$ cat config.mk
export PLATFORM = sky130hd
export DESIGN_NAME = bcd_digit_counter
export DESIGN_NICKNAME = d
export VERILOG_FILES = /design/src/rtl/bcd_digit_counter.sv
export SDC_FILE = /design/constraint.sdc
export NUM_CORES = 1
export LEC_CHECK = 0
export CORE_MARGIN = 1
export CORE_UTILIZATION = 32
export CTS_CLUSTER_SIZE = 20
export DETAILED_ROUTE_END_ITERATION = 10
export GPL_TIMING_DRIVEN = 0
export PLACE_DENSITY = 0.45
export SLEW_MARGIN = 20
export SYNTH_ARGS = -nofsm -noshare
export SYNTH_HDL_FRONTEND = slang
export SYNTH_SLANG_ARGS = --single-unit
$ cat constraint.sdc
create_clock -name CLOCK_50 -period 2.4 [get_ports CLOCK_50]
set_input_delay 0.36 -clock CLOCK_50 [delete_from_list [all_inputs] [get_ports CLOCK_50]]
set_output_delay 0.36 -clock CLOCK_50 [all_outputs]
set_load 0.05 [all_outputs]
$ cat src/rtl/bcd_digit_counter.sv
// BCD digit (0-9) for a 7-segment decoder: debounced up/down keys, switch load and
// prescaled auto-increment, with carry/borrow pulses for chaining digits.

module bcd_key_debounce #(
    parameter int unsigned DEBOUNCE_CYCLES = 1000000
) (
    input  logic clk_i,
    input  logic rst_ni,
    input  logic key_ni,
    output logic press_o
);
    localparam int unsigned CW = $clog2(DEBOUNCE_CYCLES + 1);

    logic          sync1_q, sync2_q;
    logic          db_q, db_d;
    logic          db_prev_q;
    logic          press_q;
    logic [CW-1:0] cnt_q, cnt_d;

    // NOTE: every always_comb output gets a default first so no path can infer a latch.
    always_comb begin
        cnt_d = '0;
        db_d  = db_q;
        if (sync2_q != db_q) begin
            if (cnt_q == CW'(DEBOUNCE_CYCLES - 1)) begin
                db_d = sync2_q;
            end else begin
                cnt_d = cnt_q + 1'b1;
            end
        end
    end

    // NOTE: state uses non-blocking assignments so every flop samples pre-edge values.
    always_ff @(posedge clk_i or negedge rst_ni) begin
        if (!rst_ni) begin
            sync1_q   <= 1'b1;
            sync2_q   <= 1'b1;
            db_q      <= 1'b1;
            db_prev_q <= 1'b1;
            press_q   <= 1'b0;
            cnt_q     <= '0;
        end else begin
            sync1_q   <= key_ni;
            sync2_q   <= sync1_q;
            db_q      <= db_d;
            db_prev_q <= db_q;
            press_q   <= db_prev_q & ~db_q;
            cnt_q     <= cnt_d;
        end
    end

    assign press_o = press_q;
endmodule

module bcd_digit_counter #(
    parameter int unsigned DEBOUNCE_CYCLES  = 1000000,
    parameter int unsigned AUTO_TICK_CYCLES = 50000000
) (
    input  logic       CLOCK_50,
    input  logic       RESET_N,
    input  logic       KEY_UP_N,
    input  logic       KEY_DN_N,
    input  logic       AUTO_EN,
    input  logic       LOAD_EN,
    input  logic [3:0] LOAD_VAL,
    output logic [3:0] DIGIT,
    output logic       CARRY,
    output logic       BORROW
);
    localparam int unsigned PW = $clog2(AUTO_TICK_CYCLES + 1);

    typedef enum logic [1:0] {
        ACT_HOLD,
        ACT_LOAD,
        ACT_INC,
        ACT_DEC
    } action_e;

    logic          up_press, dn_press;
    logic          tick;
    logic [PW-1:0] pre_q, pre_d;
    logic [3:0]    digit_q, digit_d;
    logic          carry_q, carry_d;
    logic          borrow_q, borrow_d;
    action_e       action;

    bcd_key_debounce #(.DEBOUNCE_CYCLES(DEBOUNCE_CYCLES)) u_key_up (
        .clk_i   (CLOCK_50),
        .rst_ni  (RESET_N),
        .key_ni  (KEY_UP_N),
        .press_o (up_press)
    );

    bcd_key_debounce #(.DEBOUNCE_CYCLES(DEBOUNCE_CYCLES)) u_key_dn (
        .clk_i   (CLOCK_50),
        .rst_ni  (RESET_N),
        .key_ni  (KEY_DN_N),
        .press_o (dn_press)
    );

    assign tick = AUTO_EN && (pre_q == PW'(AUTO_TICK_CYCLES - 1));

    always_comb begin
        pre_d = '0;
        if (AUTO_EN && !tick) begin
            pre_d = pre_q + 1'b1;
        end
    end

    // Load wins outright; simultaneous presses cancel; a tick only counts when no key fired.
    always_comb begin
        action = ACT_HOLD;
        if (LOAD_EN) begin
            action = (LOAD_VAL <= 4'd9) ? ACT_LOAD : ACT_HOLD;
        end else if (up_press && dn_press) begin
            action = ACT_HOLD;
        end else if (up_press) begin
            action = ACT_INC;
        end else if (dn_press) begin
            action = ACT_DEC;
        end else if (tick) begin
            action = ACT_INC;
        end
    end

    always_comb begin
        digit_d  = digit_q;
        carry_d  = 1'b0;
        borrow_d = 1'b0;
        unique case (action)
            ACT_LOAD: digit_d = LOAD_VAL;
            ACT_INC: begin
                if (digit_q == 4'd9) begin
                    digit_d = 4'd0;
                    carry_d = 1'b1;
                end else begin
                    digit_d = digit_q + 4'd1;
                end
            end
            ACT_DEC: begin
                if (digit_q == 4'd0) begin
                    digit_d  = 4'd9;
                    borrow_d = 1'b1;
                end else begin
                    digit_d = digit_q - 4'd1;
                end
            end
            default: digit_d = digit_q;
        endcase
    end

    always_ff @(posedge CLOCK_50 or negedge RESET_N) begin
        if (!RESET_N) begin
            pre_q    <= '0;
            digit_q  <= 4'd0;
            carry_q  <= 1'b0;
            borrow_q <= 1'b0;
        end else begin
            pre_q    <= pre_d;
            digit_q  <= digit_d;
            carry_q  <= carry_d;
            borrow_q <= borrow_d;
        end
    end

    assign DIGIT  = digit_q;
    assign CARRY  = carry_q;
    assign BORROW = borrow_q;
endmodule

## Word level (Yosys, flattened, before mapping)

Index checks and enable logic that the tools add are counted.

| cells by class | value |
|---|---|
| bitwise logic cells | 4 |
| $lt $le $gt $ge | 1 |
| add/subtract/negate cells | 5 |
| reduce and logical (&&, ||, !) cells | 8 |
| muxes and demuxes | 18 |
| equality and inequality tests | 9 |

Operators by type and width:

| operator | number |
|---|---|
| 20-bit 2-to-1 mux | 4 |
| 20-bit by 1-bit adder with 20-bit output, second input constant | 2 |
| 20-bit == test, second input constant | 2 |
| 26-bit by 1-bit adder with 26-bit output, second input constant | 1 |
| 26-bit == test, second input constant | 1 |
| 26-bit 2-to-1 mux | 1 |
| 4-bit case mux with 3 select lines | 1 |
| 2-bit 2-to-1 mux | 5 |
| 4-bit 2-to-1 mux | 2 |
| 1-bit 2-to-1 mux | 5 |
| 4-bit by 1-bit adder with 4-bit output, second input constant | 1 |
| 2-bit == test, second input constant | 2 |
| 4-bit == test, second input constant | 1 |
| 4-bit less-or-equal comparator, second input constant | 1 |
| 4-bit zero test | 1 |
| 2-bit AND reduction | 2 |
| 4-bit by 1-bit subtractor with 4-bit output, second input constant | 1 |
| 1-bit logical AND | 3 |
| 3-bit nonzero test | 1 |
| 1-bit bitwise AND | 2 |
| 2-bit by 1-bit == test with 1-bit output, second input constant | 1 |
| 1-bit inequality test | 2 |
| 1-bit inverter | 2 |
| 1-bit zero test | 1 |

| storage, ports and cells | value |
|---|---|
| output and inout bits | 6 |
| flip-flop bits (word level) | 82 |
| bits of input ports | 10 |

## Depth between registers and ports, before layout

Gate-level depths: netlist of the first run.

| logic depth | value |
|---|---|
| depth after elaboration | 9 |
| depth in mapped cells | 8 |
| gate-level depth less buffers | 7 |

## By module

From an unflattened synthesis of the first run, not the netlist that was laid out.

| unflattened totals | value |
|---|---|
| cells, all modules | 420 |
| area, all modules | 4192.8 sq um |

Modules (own cells, without submodules):

| module | cells each | seq. area each (sq um) | area each (sq um) | times used |
|---|---|---|---|---|
| bcd_key_debounce | 109 | 630.6 | 1176.1 | 2 |
| bcd_digit_counter | 202 | 800.8 | 1840.5 | 1 |

## Least setup slack after synthesis of the first run

OpenSTA, ideal clock, no wires.

| timing | value |
|---|---|
| path kind | reg-to-reg |
| from | register digit_q[0], in the netlist DIGIT[0] |
| to | register digit_q[0], in the netlist DIGIT[0] |
| arrival time | 2.074 ns |
| period minus slack after synthesis | 2.141 ns |
| required time | 2.332 ns |
| path slack | 0.259 ns |
| cell stages (with the launch flop) | 9 |
| setup time | 0.068 ns |
| path through | dfrtp_1 > clkbuf_1 > inv_1 > ha_1 > or3b_2 > a21oi_1 > nor3b_1 > o21ai_0 > and4_1 |

| between the ends | value |
|---|---|
| longest elaborated chain between the ends | 3 |
| elaborated cells between the ends (all ways) | 7 |
| those cells by class | add/sub (2); eq/ne (1); mux (3); reduce/logical (1) |

Ends and longest elaborated chain:

| item | RTL line | source |
|---|---|---|
| start: declaration | 82 | `logic [3:0] digit_q, digit_d;` |
| start signal: assignment | 160 | `digit_q <= digit_d;` |
| 4-bit by 1-bit subtractor with 4-bit output (tied with other cells) | 145 | `digit_d = digit_q - 4'd1;` |
| 4-bit 2-to-1 mux, on equally long branches | 141, 133 |  |
| 4-bit case mux with 3 select lines (*) | 130 | `unique case (action)` |

Every way passes the cells marked *; elsewhere a longest branch is shown, timed or not.
A chain may end at the register's enable or synchronous reset.

## Worst setup path after layout of the first run

Ends and elaborated chain as after synthesis.

==> flow_summary.json, run 1 <==
{
  "status": "finished, violations left",
  "violations": "hold timing",
  "rsz0062_at_grt": "no",
  "synth-async-reset-ratio_pct": 100,
  "slew_headroom_pct": 58.4,
  "synth_ff_type": "dfrtp_1",
  "numCtsBuffers": 9,
  "dieArea_um2": 13500,
  "ff2ff_path_depth": 8,
  "end_kind": "register",
  "synth_edf_count": 0,
  "r2r_setup_slack_ns": 0.26,
  "post_cts_buffers": 0,
  "ctsResizeCount": 0,
  "cts_max_path_buffers": 2,
  "syn_area_um2": 4170,
  "grt_pass1_vias": 2956,
  "ff_latch_area_um2": 2060,
  "slowest_stage": "or3b_2",
  "tightest_slew_ns": 0.619,
  "coreArea_um2": 12700,
  "cpPeakStageDelay_ns": 0.51,
  "clock_latency_ns": 0.33,
  "ys_ff_latch": 82,
  "maxCapViolations": 0,
  "syn_inst": 426,
  "min_period_over_period_pct": 89.3,
  "drt_iter0_markers": 167,
  "critical_path_class": "reg2reg",
  "start_util_pct": 32.9,
  "hpwl_um": 5520,
  "syn_avg_cell_area_um2": 9.80,
  "powerDensity_nw_per_um2": 625,
  "final_common_cell": "nor2_1",
  "wire_per_inst_um": 12.7,
  "grt_pass1_wl_um": 14300,
  "drive_gt1_share_pct": 8.53,
  "critPathArrivalTime_ns": 2.41,
  "r2r-end": "DIGIT[0]",
  "io_buffers": 14,
  "fmax_mhz": 467,
  "maxUsedRoutingLayer": "met4",
  "ys_types": 50,
  "power.leakage_nw": 1.95,
  "holdBufCountCts": 0,
  "gr-total-overflow": 0,
  "synth_nets": 443,
  "synth-seq-area-share_pct": 49.4,
  "total_power_mw": 3.03,
  "ys_warn_count": 0,
  "fin_worst_skew_ns": 0.00505,
  "clock-sinks": 82,
  "fillers": 1264,
  "path_buf_inv": 2,
  "antenna_cells": 0,
  "crit_family": "simple AND/OR/NAND/NOR gates",
  "first_pass_iters": 4,
  "drt-total-wl_um": 7960,
  "hold_violations": 4,
  "dp_cells": 613,
  "clk_pin_slew_ns": 0.06,
  "num_io_pins": 16,
  "std_cell_rows": 41,
  "antenna_found_initial": 0,
  "wl_met1_um": 3970,
  "rr_startpoint": "DIGIT[0]",
  "grt_usage_pct": 13.6,
  "ir_worst_vdd_mv": 0.243,
  "min_path_type": "in2async",
  "gp_congestion": 0.793,
  "route.detailed.drc": 0,
  "final_cells": 629,
  "start_kind": "register",
  "cts_tree": "yes",
  "crit_start": "DIGIT[0]",
  "slew_violations": 0,
  "h-tree-depth": 3,
  "layout_common_cells": "83 x nor2_1, 74 x dfrtp_1, 43 x xnor2_1",
  "hold_ws_ns": -0.00207,
  "finalSetupViolCount": 0,
  "fin_nets": 469,
  "via_count": 2960,
  "synthToLayoutAreaGrowth_pct": 16.1,
  "setup_slack_ns": 0.258,
  "root_buffer": "clkbuf_16",
  "fin_crit_ns": 2.14,
  "cp.required_ns": 2.67,
  "worstPathCellList": "clkbuf_1, inv_1, ha_1, or3b_2, a21oi_1, nor3b_1, o21ai_0, and4_1",
  "grt_max_degree": 47,
  "drt.antenna.violating_nets": 0,
  "route.met2.wl_um": 3590,
  "utilization_pct": 38.2,
  "dr_wl_met3_um": 257,
  "die_x_um": 116,
  "viasPerCell": 4.71,
  "multiInputGateArea_um2": 1970,
  "crit_fanout": 8,
  "die_h_um": 116,
  "place_ws_ns": 0.281
}
-- synthesized netlist by cell type (6+ instances only) --
master | count | share of area (%)
nor2b_1 | 7 | 1.0
nand4_1 | 11 | 1.6
a21oi_1 | 12 | 1.4
nor2_1 | 83 | 7.5
nand3_1 | 24 | 2.9
and4_1 | 11 | 2.3
nand2_1 | 25 | 2.2
and3_1 | 6 | 0.90
ha_1 | 7 | 2.1
nor4_1 | 10 | 1.5
dfrtp_1 | 74 | 44
and2_1 | 7 | 1.0
xor2_1 | 20 | 4.2
inv_1 | 15 | 1.3
nor3_1 | 10 | 1.2
xnor2_1 | 43 | 9.0
dfstp_2 | 8 | 5.0
-- logic make-up (layout without fill, tap and decap cells) --
kind of cell | count (synthesis) | in the layout | synth area share (%)
adder cells (fa/ha/maj) | 7 | 7 | 2.10
multiplexers | 3 | 3 | 0.779
AND/OR/NAND/NOR | 216 | 216 | 26.9
AO/OA/AOI/OAI | 28 | 28 | 4.32
flip-flops | 82 | 82 | 49.4
XOR/XNOR | 63 | 63 | 13.2
buffers and inverters | 27 | 58 | 3.30
-- routing by layer --
metal  vias up  GRT usage [%]
li1       1501              -
met1      1405           18.4
met2        42           21.1
met3        12           2.96
met4         0           5.64
met5         -              0
-- state kept, by name (all words and copies together), names as in the netlist --
signal	count
BORROW	1
CARRY	1
DIGIT	4
pre_q	26
u_key_dn.cnt_q	20
u_key_dn.db_prev_q	1
u_key_dn.db_q	1
u_key_dn.press_o	1
u_key_dn.sync1_q	1
u_key_dn.sync2_q	1
u_key_up.cnt_q	20
u_key_up.db_prev_q	1
u_key_up.db_q	1
u_key_up.press_o	1
u_key_up.sync1_q	1
u_key_up.sync2_q	1
-- stage by stage --
stage	instance area, um2	hold slack, ns	TNS (ns)
after floorplan	4170	0.0644	0
after global placement	4530	0.346	-167.92
after detailed placement	4550	0.347	0
after CTS	4840	0.0143	0
after global routing	4840	0.0320	0
final	4840	-0.00207	0
-- how the worst max path moves through the flow --
stage	end	slack, ns	cells past startpoint
finish	DIGIT[0]	0.26	8
global route	DIGIT[0]	0.12	8
CTS	DIGIT[0]	0.26	8
detailed placement	DIGIT[0]	0.28	8
global placement	u_key_up.cnt_q[6]	-2.15	1
floorplan	DIGIT[0]	0.26	8
-- where the power goes --
group / internal [mW] / switching (mW)
Combinational: 0.0874 / 0.145
Clock: 0.832 / 0.531
Sequential: 1.41 / 0.0233
Total: 2.33 / 0.699
-- layout make-up --
type | count | area share, %
Multi-Input combinational cell | 317 | 40.8
Inverter | 15 | 1.16
Clock buffer | 13 | 5.17
Timing Repair Buffer | 15 | 3.41
Tap cell | 172 | 4.44
Buffer | 12 | 1.68
Clock inverter | 3 | 0.826
Sequential cell | 82 | 42.6
No activity file was read; power rests on OpenSTA's default activity.
==> run 2: changes to the inputs <==
SYNTH_HIERARCHICAL = 1   (was unset)
==> run 2 against run 1 <==
  * The flow now finishes without violations
  * Combinational power fell by 5%
  * Flip-flop and latch count did not move
  * Synthesized area rose by 0.45%
  * Hold slack improved by 0.033 ns
  * Routed wire length rose by 11%
  * First-iteration DRC count fell by 2.4%
  * Global-route usage rose by 0.89 points
  * Count of clock-buffer cells in the layout fell by 4
  * Die area rose by 0.44%
  * Worst setup slack got worse by 0.011 ns
  * Register-to-register slack barely moved
  * Core utilization rose by 0.46 points
  * Critical path type unchanged
==> flow_summary.json, run 2 <==
{
  "start_kind": "register",
  "synth-async-reset-ratio_pct": 100,
  "die_h_um": 116,
  "cts_max_path_buffers": 2,
  "drt-total-wl_um": 8820,
  "r2r_setup_slack_ns": 0.25,
  "drt.antenna.violating_nets": 0,
  "netlist.area_leader.share_pct": 44.2,
  "clk_pin_slew_ns": 0.06,
  "fin_nets": 463,
  "antenna_cells": 0,
  "wire_per_inst_um": 14.1,
  "min_path_type": "in2async",
  "dr_wl_met3_um": 230,
  "synth.most_common_cell": "dfrtp_1",
  "ys_warn_count": 6,
  "status": "finished clean",
  "slew_headroom_pct": 53.3,
  "synth_nets": 436,
  "route.detailed.drc": 0,
  "grt_usage_pct": 14.5,
  "fin_worst_skew_ns": 0.00648,
  "viasPerCell": 5.05,
  "rsz0062_at_grt": "no",
  "synth_edf_count": 0,
  "grt_pass1_wl_um": 15000,
  "root_buffer": "clkbuf_16",
  "fmax_mhz": 465,
  "cts_tree": "yes",
  "finish.instance_area_um2": 4920,
  "synth.area.top_cells": "dfrtp_1 44%, xnor2_1 5.8%, nor2_1 5.4%",
  "crit_cells": 6,
  "synthToLayoutAreaGrowth_pct": 17.4,
  "path_buf_inv": 1,
  "crit_family": "compound AO/OA/AOI/OAI gates",
  "die_x_um": 116,
  "antenna_found_initial": 0,
  "maxCapViolations": 0,
  "wl_met1_um": 4520,
  "drt_iter0_markers": 163,
  "grt_pass1_vias": 3021,
  "maxUsedRoutingLayer": "met4",
  "tightest_slew_ns": 0.698,
  "ff2ff_path_depth": 6,
  "grt_max_degree": 49,
  "coreArea_um2": 12700,
  "cpPeakStageDelay_ns": 0.46,
  "yosysTopAreaCell": "dfrtp_1",
  "crit_fanout": 7,
  "num_io_pins": 16,
  "r2r-end": "DIGIT[2]",
  "min_period_over_period_pct": 89.7,
  "via_count": 3152,
  "clock-sinks": 82,
  "cp.required_ns": 2.61,
  "drive_gt1_share_pct": 10.4,
  "h-tree-depth": 3,
  "largest_register": "pre_q",
  "gr-total-overflow": 0,
  "syn_area_um2": 4190,
  "final_common_cell": "dfrtp_1",
  "clock_latency_ns": 0.34,
  "syn_inst": 420,
  "ys_types": 48,
  "end_kind": "register",
  "syn_avg_cell_area_um2": 9.98,
  "ys_ff_latch": 82,
  "synth_ff_type": "dfrtp_1",
  "synth_common_cells": "74 x dfrtp_1, 60 x nor2_1, 28 x xnor2_1",
  "dieArea_um2": 13600,
  "hpwl_um": 5890,
  "power.leakage_nw": 1.97,
  "worstPathCellList": "clkbuf_1, nor4_1, and4_1, a31oi_1, a2111oi_0, a221oi_1",
  "placed_cell_area_um2": 4580,
  "powerDensity_nw_per_um2": 663,
  "crit_start": "pre_q[16]",
  "dp_cells": 608,
  "final_cells": 624,
  "slew_violations": 0,
  "finalSetupViolCount": 0,
  "std_cell_rows": 41,
  "route.met2.wl_um": 3850,
  "synth-seq-area-share_pct": 49.2,
  "top_regs": "pre_q: 26 flops, u_key_dn/cnt_q: 20 flops, u_key_up/cnt_q: 20 flops",
  "post_cts_buffers": 0,
  "numCtsBuffers": 9,
  "io_buffers": 15,
  "start_util_pct": 33.0,
  "endpoint": "DIGIT[2]",
  "fin_crit_ns": 2.15,
  "layout_common_cells": "74 x dfrtp_1, 60 x nor2_1, 28 x xnor2_1",
  "slowest_stage": "a2111oi_0",
  "gp_congestion": 0.883,
  "critPathArrivalTime_ns": 2.36,
  "rr_startpoint": "pre_q[16]",
  "largest_register_ffs": 26,
  "first_pass_iters": 4,
  "critical_path_class": "reg2reg",
  "hold_violations": 0,
  "ir_worst_vdd_mv": 0.347
}
[run 2: layout make-up]
| type | instances | area (um2) |
|---|---|---|
| Clock buffer | 9 | 225 |
| Inverter | 11 | 41.3 |
| Sequential cell | 82 | 2060 |
| Clock inverter | 7 | 116 |
| Multi-Input combinational cell | 316 | 2040 |
| Timing Repair Buffer | 16 | 168 |
| Buffer | 11 | 51.3 |
| Fill cell | 1311 | 7800 |
| Tap cell | 172 | 215 |
[run 2: power by group]
| group | switching (mW) | leakage, nW | internal (mW) | total, mW |
|---|---|---|---|---|
| clock network | 0.580 | 0.166 | 1.02 | 1.60 |
| logic | 0.139 | 0.710 | 0.0806 | 0.220 |
| registers | 0.0367 | 1.10 | 1.41 | 1.45 |
| total | 0.756 | 1.97 | 2.51 | 3.26 |
[run 2: per-layer routing]
layer / vias up / global-route usage [%]
met2: 39 / 21.6
met1: 1526 / 19.5
li1: 1569 / -
met3: 18 / 3.27
met4: 0 / 7.69
met5: - / 0
[run 2: through the flow]
| step | power (mW) | util (%) | setup slack [ns] | setup TNS [ns] | hold WS, ns |
|---|---|---|---|---|---|
| CTS | 3.32 | 38.7 | 0.00444 | 0 | 0.0653 |
| floorplan | 1.59 | - | 0.410 | 0 | 0.0644 |
| global placement | 1.69 | 35.8 | -2.26 | -176.43 | 0.346 |
| global route | 3.40 | 38.7 | 0.0132 | 0 | 0.104 |
| detailed placement | 1.69 | 36.0 | 0.0147 | 0 | 0.347 |
| finish | 3.26 | 38.7 | 0.247 | 0 | 0.0312 |
[run 2: timing repair]
item                       4_1_cts  5_1_grt
setup endpoints to repair        0       21
gates resized for setup          0        1
hold endpoints to repair         0        0
hold buffers                     0        0
[run 2: worst min-delay path by stage]
stage,start,cells after the start,slack (ns),to
6_report,RESET_N,1,0.03,pre_q[25]
3_5_place_dp,u_key_up/sync1_q,0,0.35,u_key_up/sync2_q
2_1_floorplan,RESET_N,0,0.06,BORROW
4_1_cts,RESET_N,1,0.07,DIGIT[3]
5_1_grt,RESET_N,1,0.10,pre_q[25]
3_3_place_gp,u_key_dn/sync1_q,0,0.35,u_key_dn/sync2_q
[run 2: cell families (layout without fill, tap and decap cells)]
group                      Yosys count  after routing  share of synthesized area (%)
and+or+nand+nor                    203            203                           26.7
DFF                                 82             82                           49.2
AOI/OAI and AO/OA                   56             56                           9.28
xor gates and xnor gates            48             48                           10.0
buffers and inverters               22             54                           2.21
adders and majority gates            6              6                           1.79
muxes                                3              3                          0.806
==> run 3: changes to the inputs <==
SLEW_MARGIN = unset   (was 20)
==> run 3 against run 2 <==
  * Flip-flop and latch count stayed put
  * Sequential share of layout area is 0.22 points higher
  * Power is 6.6% lower
  * Global-route usage decreased by 0.17 points
  * Non-clock buffer count increased by 1
  * Sequential power about the same
  * Die area is the same
  * Count of clock-buffer cells in the layout unchanged
  * Fmax increased by 0.12%
  * Critical endpoint unchanged
  * Highest routed layer unchanged
==> flow_summary.json, run 3 (synthesized netlist as in run 2, its figures left out) <==
{
  "status": "finished clean",
  "coreArea_um2": 12700,
  "hold_start": "u_key_dn/sync1_q",
  "h-tree-depth": 3,
  "met3_usage_pct": 4.98,
  "num_io_pins": 16,
  "crit_fanout": 7,
  "end_kind": "register",
  "worstPathCellList": "clkbuf_1, nor4_1, and4_1, a31oi_1, a2111oi_0, a221oi_1",
  "largest_register": "pre_q",
  "hold_violations": 0,
  "via_count": 3133,
  "std_cell_rows": 41,
  "fin_nets": 464,
  "post_cts_buffers": 0,
  "layout_common_cells": "74 x dfrtp_1, 60 x nor2_1, 28 x xnor2_1",
  "grt_pass1_wl_um": 14900,
  "slew_violations": 0,
  "fin_crit_ns": 2.15,
  "grt_usage_pct": 14.3,
  "gp_congestion": 0.883,
  "start_kind": "register",
  "cts_max_path_buffers": 2,
  "drt.antenna.violating_nets": 0,
  "top_regs": "pre_q: 26 flops, u_key_dn/cnt_q: 20 flops, u_key_up/cnt_q: 20 flops",
  "drt-total-wl_um": 8750,
  "largest_register_ffs": 26,
  "die_x_um": 116,
  "antenna_found_initial": 0,
  "numCtsBuffers": 9,
  "viasPerCell": 5.01,
  "route.detailed.drc": 0,
  "powerDensity_nw_per_um2": 623,
  "rsz0062_at_grt": "no",
  "finalSetupViolCount": 0,
  "wire_per_inst_um": 14.0,
  "busiest_layer": "met2",
  "rr_startpoint": "pre_q[16]",
  "power.leakage_nw": 1.96,
  "root_buffer": "clkbuf_16",
  "first_pass_iters": 4,
  "slowest_stage": "a2111oi_0",
  "grt_pass1_vias": 2943,
  "critPathArrivalTime_ns": 2.34,
  "min_path_type": "reg2reg",
  "clk_pin_slew_ns": 0.06,
  "min_period_over_period_pct": 89.6,
  "fin_worst_skew_ns": 0.00534,
  "global_route.usage.met2_pct": 22.0,
  "cpPeakStageDelay_ns": 0.49,
  "synthToLayoutAreaGrowth_pct": 16.8,
  "dieArea_um2": 13600,
  "start_util_pct": 33.0,
  "grt_max_degree": 68,
  "drt_iter0_markers": 214,
  "final_common_cell": "dfrtp_1",
  "cts_tree": "yes",
  "fmax_mhz": 465,
  "hpwl_um": 5830,
  "dp_cells": 608,
  "critical_path_class": "reg2reg",
  "gr-total-overflow": 0,
  "place_ws_ns": 0.0214,
  "die_h_um": 116,
  "io_buffers": 15,
  "antenna_cells": 0,
  "tightest_slew_ns": 0.689,
  "final_cells": 625,
  "setup_slack_ns": 0.250,
  "slew_headroom_pct": 53.9,
  "ir_worst_vdd_mv": 0.332,
  "maxCapViolations": 0,
  "cp.required_ns": 2.59,
  "clock-sinks": 82,
  "grt_util_met1_pct": 19.0,
  "clock_latency_ns": 0.34,
  "drive_gt1_share_pct": 10.6,
  "crit_start": "pre_q[16]"
}
[run 3: cell count changes in the layout (fill, tap and decap cells not counted)]
cell,change
bufinv_16,-2
buf_12,-1
buf_16,+1
clkinv_2,+1
clkinvlp_4,+1
dlygate4sd3_1,+1
o21ai_1,-1
o21ai_2,+1
[run 3: timing repair]
action / CTS / global route
resized for setup: 1 / 1
hold endpoints to repair: 15 / 0
setup endpoints to repair: 1 / 9
hold buffers: 1 / 0
[run 3: layer usage]
metal / wire (um) / part of all wire (%)
met1: 4310 / 49
met2: 4060 / 46
met4: 61 / 0.70
met5: 0 / 0
met3: 317 / 3.6
[run 3: worst paths after layout]
| kind | endpoint | slack [ns] | cells after the start |
|---|---|---|---|
| min reg2reg | u_key_dn/sync2_q | 0.36 | 0 |
| min in group asynchronous | pre_q[0] | 0.43 | 2 |
| max reg2reg | DIGIT[2] | 0.25 | 6 |
| min | u_key_dn/sync2_q | 0.36 | 0 |
| max | DIGIT[2] | 0.25 | 6 |
| max in group asynchronous | u_key_up/db_q | 1.32 | 3 |
[run 3: final cells by class]
type / count / area (um2)
plain buffers: 11 / 51.3
clock buffers: 9 / 225
clock inverters: 7 / 68.8
fillers: 1297 / 7830
inverters: 11 / 41.3
multi-input cells: 316 / 2050
flip-flops and latches: 82 / 2060
well taps: 172 / 215
repair buffers: 17 / 185
[run 3: where the power goes]
group	switching (mW)	leakage (nW)	internal, mW	total (mW)
registers	0.0368	1.10	1.41	1.45
clock network	0.574	0.142	0.804	1.38
logic	0.140	0.718	0.0830	0.223
total	0.751	1.96	2.30	3.05
[run 3: through the flow]
stage	hold slack, ns	power [mW]	utilization (%)	area [um2]	setup TNS [ns]
after detailed placement	0.247	1.70	36.0	4580	0
after global placement	0.346	1.69	35.8	4560	-176.43
after global routing	0.363	3.20	38.5	4900	0
after CTS	0.357	3.11	38.5	4890	0
after floorplan	0.0644	1.59	-	4190	0
final	0.356	3.05	38.5	4900	0
[run 3: worst max-delay path, delay by kind of cell (launching register included)]
| family | cells | cell delay (ns) |
|---|---|---|
| compound gates | 3 | 0.80 |
| simple gates | 2 | 0.67 |
| flops | 1 | 0.35 |
| buf+inv | 1 | 0.18 |
==> variant, RTL diff (settings of run 1) <==
Set the parameter `AUTO_TICK_CYCLES` to 100000000 (it was 50000000).
--- a/src/rtl/bcd_digit_counter.sv
+++ b/src/rtl/bcd_digit_counter.sv
@@ -54,7 +54,7 @@
 
 module bcd_digit_counter #(
     parameter int unsigned DEBOUNCE_CYCLES  = 1000000,
-    parameter int unsigned AUTO_TICK_CYCLES = 50000000
+    parameter int unsigned AUTO_TICK_CYCLES = 100000000
 ) (
     input  logic       CLOCK_50,
     input  logic       RESET_N,
Formal check against the unedited RTL: same outputs for any inputs over 10 cycles, from zero or initial values and one cycle with RESET_N low; that may be too few to reach the edited logic, so the function may still have changed.
==> variant against run 1 <==
- cell area up 0.88%
- setup slack worse by 0.080 ns
- highest routed layer unchanged
- sequential cell count up 1
- count of clock-buffer cells in the layout down 2
- critical path type unchanged
- power up 4.6%
- critical endpoint is now DIGIT[1]$_DFFE_PN0P_
- global-route usage about the same
- synthesized area down 1.0%
- wire length up 0.41%
==> variant: results (changes against run 1) <==
[status]
run_status=completed

[critical_path]
cpPeakStageDelay_ns=0.58  ; +0.07 ns
reg2reg_depth=6  ; -2
slowest_stage=or4_4
cpLargestDelayFamily=compound AO/OA/AOI/OAI gates
cp.arrival_ns=2.43  ; +0.02 ns
crit-reg2reg-capture=DIGIT[1]$_DFFE_PN0P_
crit_path_max_fanout=4  ; -4

[global_route]
grt_use_met3_pct=4.50  ; +1.5 points
gr-usage-met2_pct=21.1  ; about the same
grt_pass1_wl_mm=14.0  ; -1.9%
grt_usage_pct=13.6  ; +0.028 points
grt_pass1_vias=2921  ; -1.2%
grt_max_degree=53  ; +13%
use_met1_pct=18.0  ; -0.39 points

[layout]
fill_cells=1270  ; +0.47%
fin_nets=468  ; -0.21%

[route]
drtIter0Drc=212  ; +27%
viasPerCell=4.69  ; -0.31%
dr.pass1.iters=4  ; unchanged
totalWireLength_mm=7.99  ; +0.41%

[placement]
hpwl_mm=5.40  ; -2.3%
dp_slack_ns=-0.0381  ; -0.319 ns
numPortBuffers=15  ; +1
gp_congestion=0.811  ; +2.3%

[sta]
whs_ns=0.0733  ; +0.0754 ns
clock-skew-final_ns=0.00676  ; +0.00171 ns

[power]
peakVddDrop_uv=456  ; +87%
power.static_leakage_uw=0.00205  ; +5.0%

[yosys]
synth_cell_type_count=47  ; -6.0%
synth_fa_ha_area_share_pct=2.12  ; +0.022 points
synthMuxAreaShare_pct=0.818  ; +0.039 points
synthTopCellsByCount=nor2_1, dfrtp_1, xor2_1, nand3_1, nand2_1
synth_compound_area_share_pct=5.42  ; +1.1 points
synth-xor-area-share_pct=13.1  ; -0.072 points
synthesis.nets=439  ; -0.90%
seq_area_frac_synth_pct=50.5  ; +1.1 points

-- variant: logic make-up (layout without fill, tap and decap cells) --
family	after synthesis	after routing
buffers and inverters	23	57
multiplexers	3	3
flip-flops	83	83
adder cells (fa/ha/maj)	7	7
AO/OA/AOI/OAI	29	29
AND/OR/NAND/NOR	215	215
XOR/XNOR	62	62
-- variant: where the power goes --
group | total (µW) | switching [µW] | leakage, µW | internal, µW
logic | 257 | 166 | 0.000788 | 91.6
registers | 1450 | 24.0 | 0.00111 | 1430
clock network | 1460 | 550 | 0.000150 | 908
total | 3170 | 739 | 0.00205 | 2430
-- variant: layout make-up --
class,count,share of cell area [%]
multi-input combinational,316,40.9
sequential,83,42.7
tap,172,4.40
buffer,11,0.973
clock inverter,5,1.59
timing repair buffer,18,3.74
inverter,12,0.922
clock buffer,11,4.76
-- variant: worst register-to-register path, stage by stage, from the launching register on --
cell     delay [ns]
dfrtp_1        0.40
ha_4           0.17
nand4_1        0.10
or4_4          0.58
o311a_4        0.44
o31ai_1        0.31
a21oi_1        0.11
-- variant: how the worst max path moves through the flow --
stage | from | to | slack (ns)
global placement | RESET_N | u_key_dn.cnt_q[12]$_DFF_PN0_ | -2.25
detailed placement | pre_q[0]$_DFF_PN0_ | pre_q[26]$_DFF_PN0_ | -0.04
global route | u_key_dn.cnt_q[2]$_DFF_PN0_ | u_key_dn.cnt_q[17]$_DFF_PN0_ | 0.0007
finish | pre_q[1]$_DFF_PN0_ | DIGIT[1]$_DFFE_PN0P_ | 0.18
floorplan | pre_q[0]$_DFF_PN0_ | DIGIT[3]$_DFFE_PN0P_ | 0.24
CTS | pre_q[0]$_DFF_PN0_ | DIGIT[3]$_DFFE_PN0P_ | 0.01
-- variant: through the flow --
stage / power, µW / instance area (µm²) / utilization, % / TNS, ns / cells
3_5_place_dp: 1730 / 4510 / 35.8 / -0.365 / 610
4_1_cts: 3230 / 4840 / 38.3 / 0 / 626
3_3_place_gp: 1730 / 4500 / 35.6 / -179.17 / 609
5_1_grt: 3310 / 4890 / 38.7 / 0 / 628
6_report: 3170 / 4890 / 38.7 / 0 / 628
2_1_floorplan: 1620 / 4130 / - / 0 / 422
-- variant: what timing repair did --
item / 4_1_cts / 5_1_grt
setup endpoints to repair: 21 / 34
pin swaps: 0 / 2
setup buffers: 0 / 2
resized for setup: 2 / 6
-- variant: per-layer routing --
metal  wire, µm  vias to the layer above
met5          0                        -
met1       3920                     1417
met2       3700                       35
li1           -                     1489
met4         97                        0
met3        275                        5
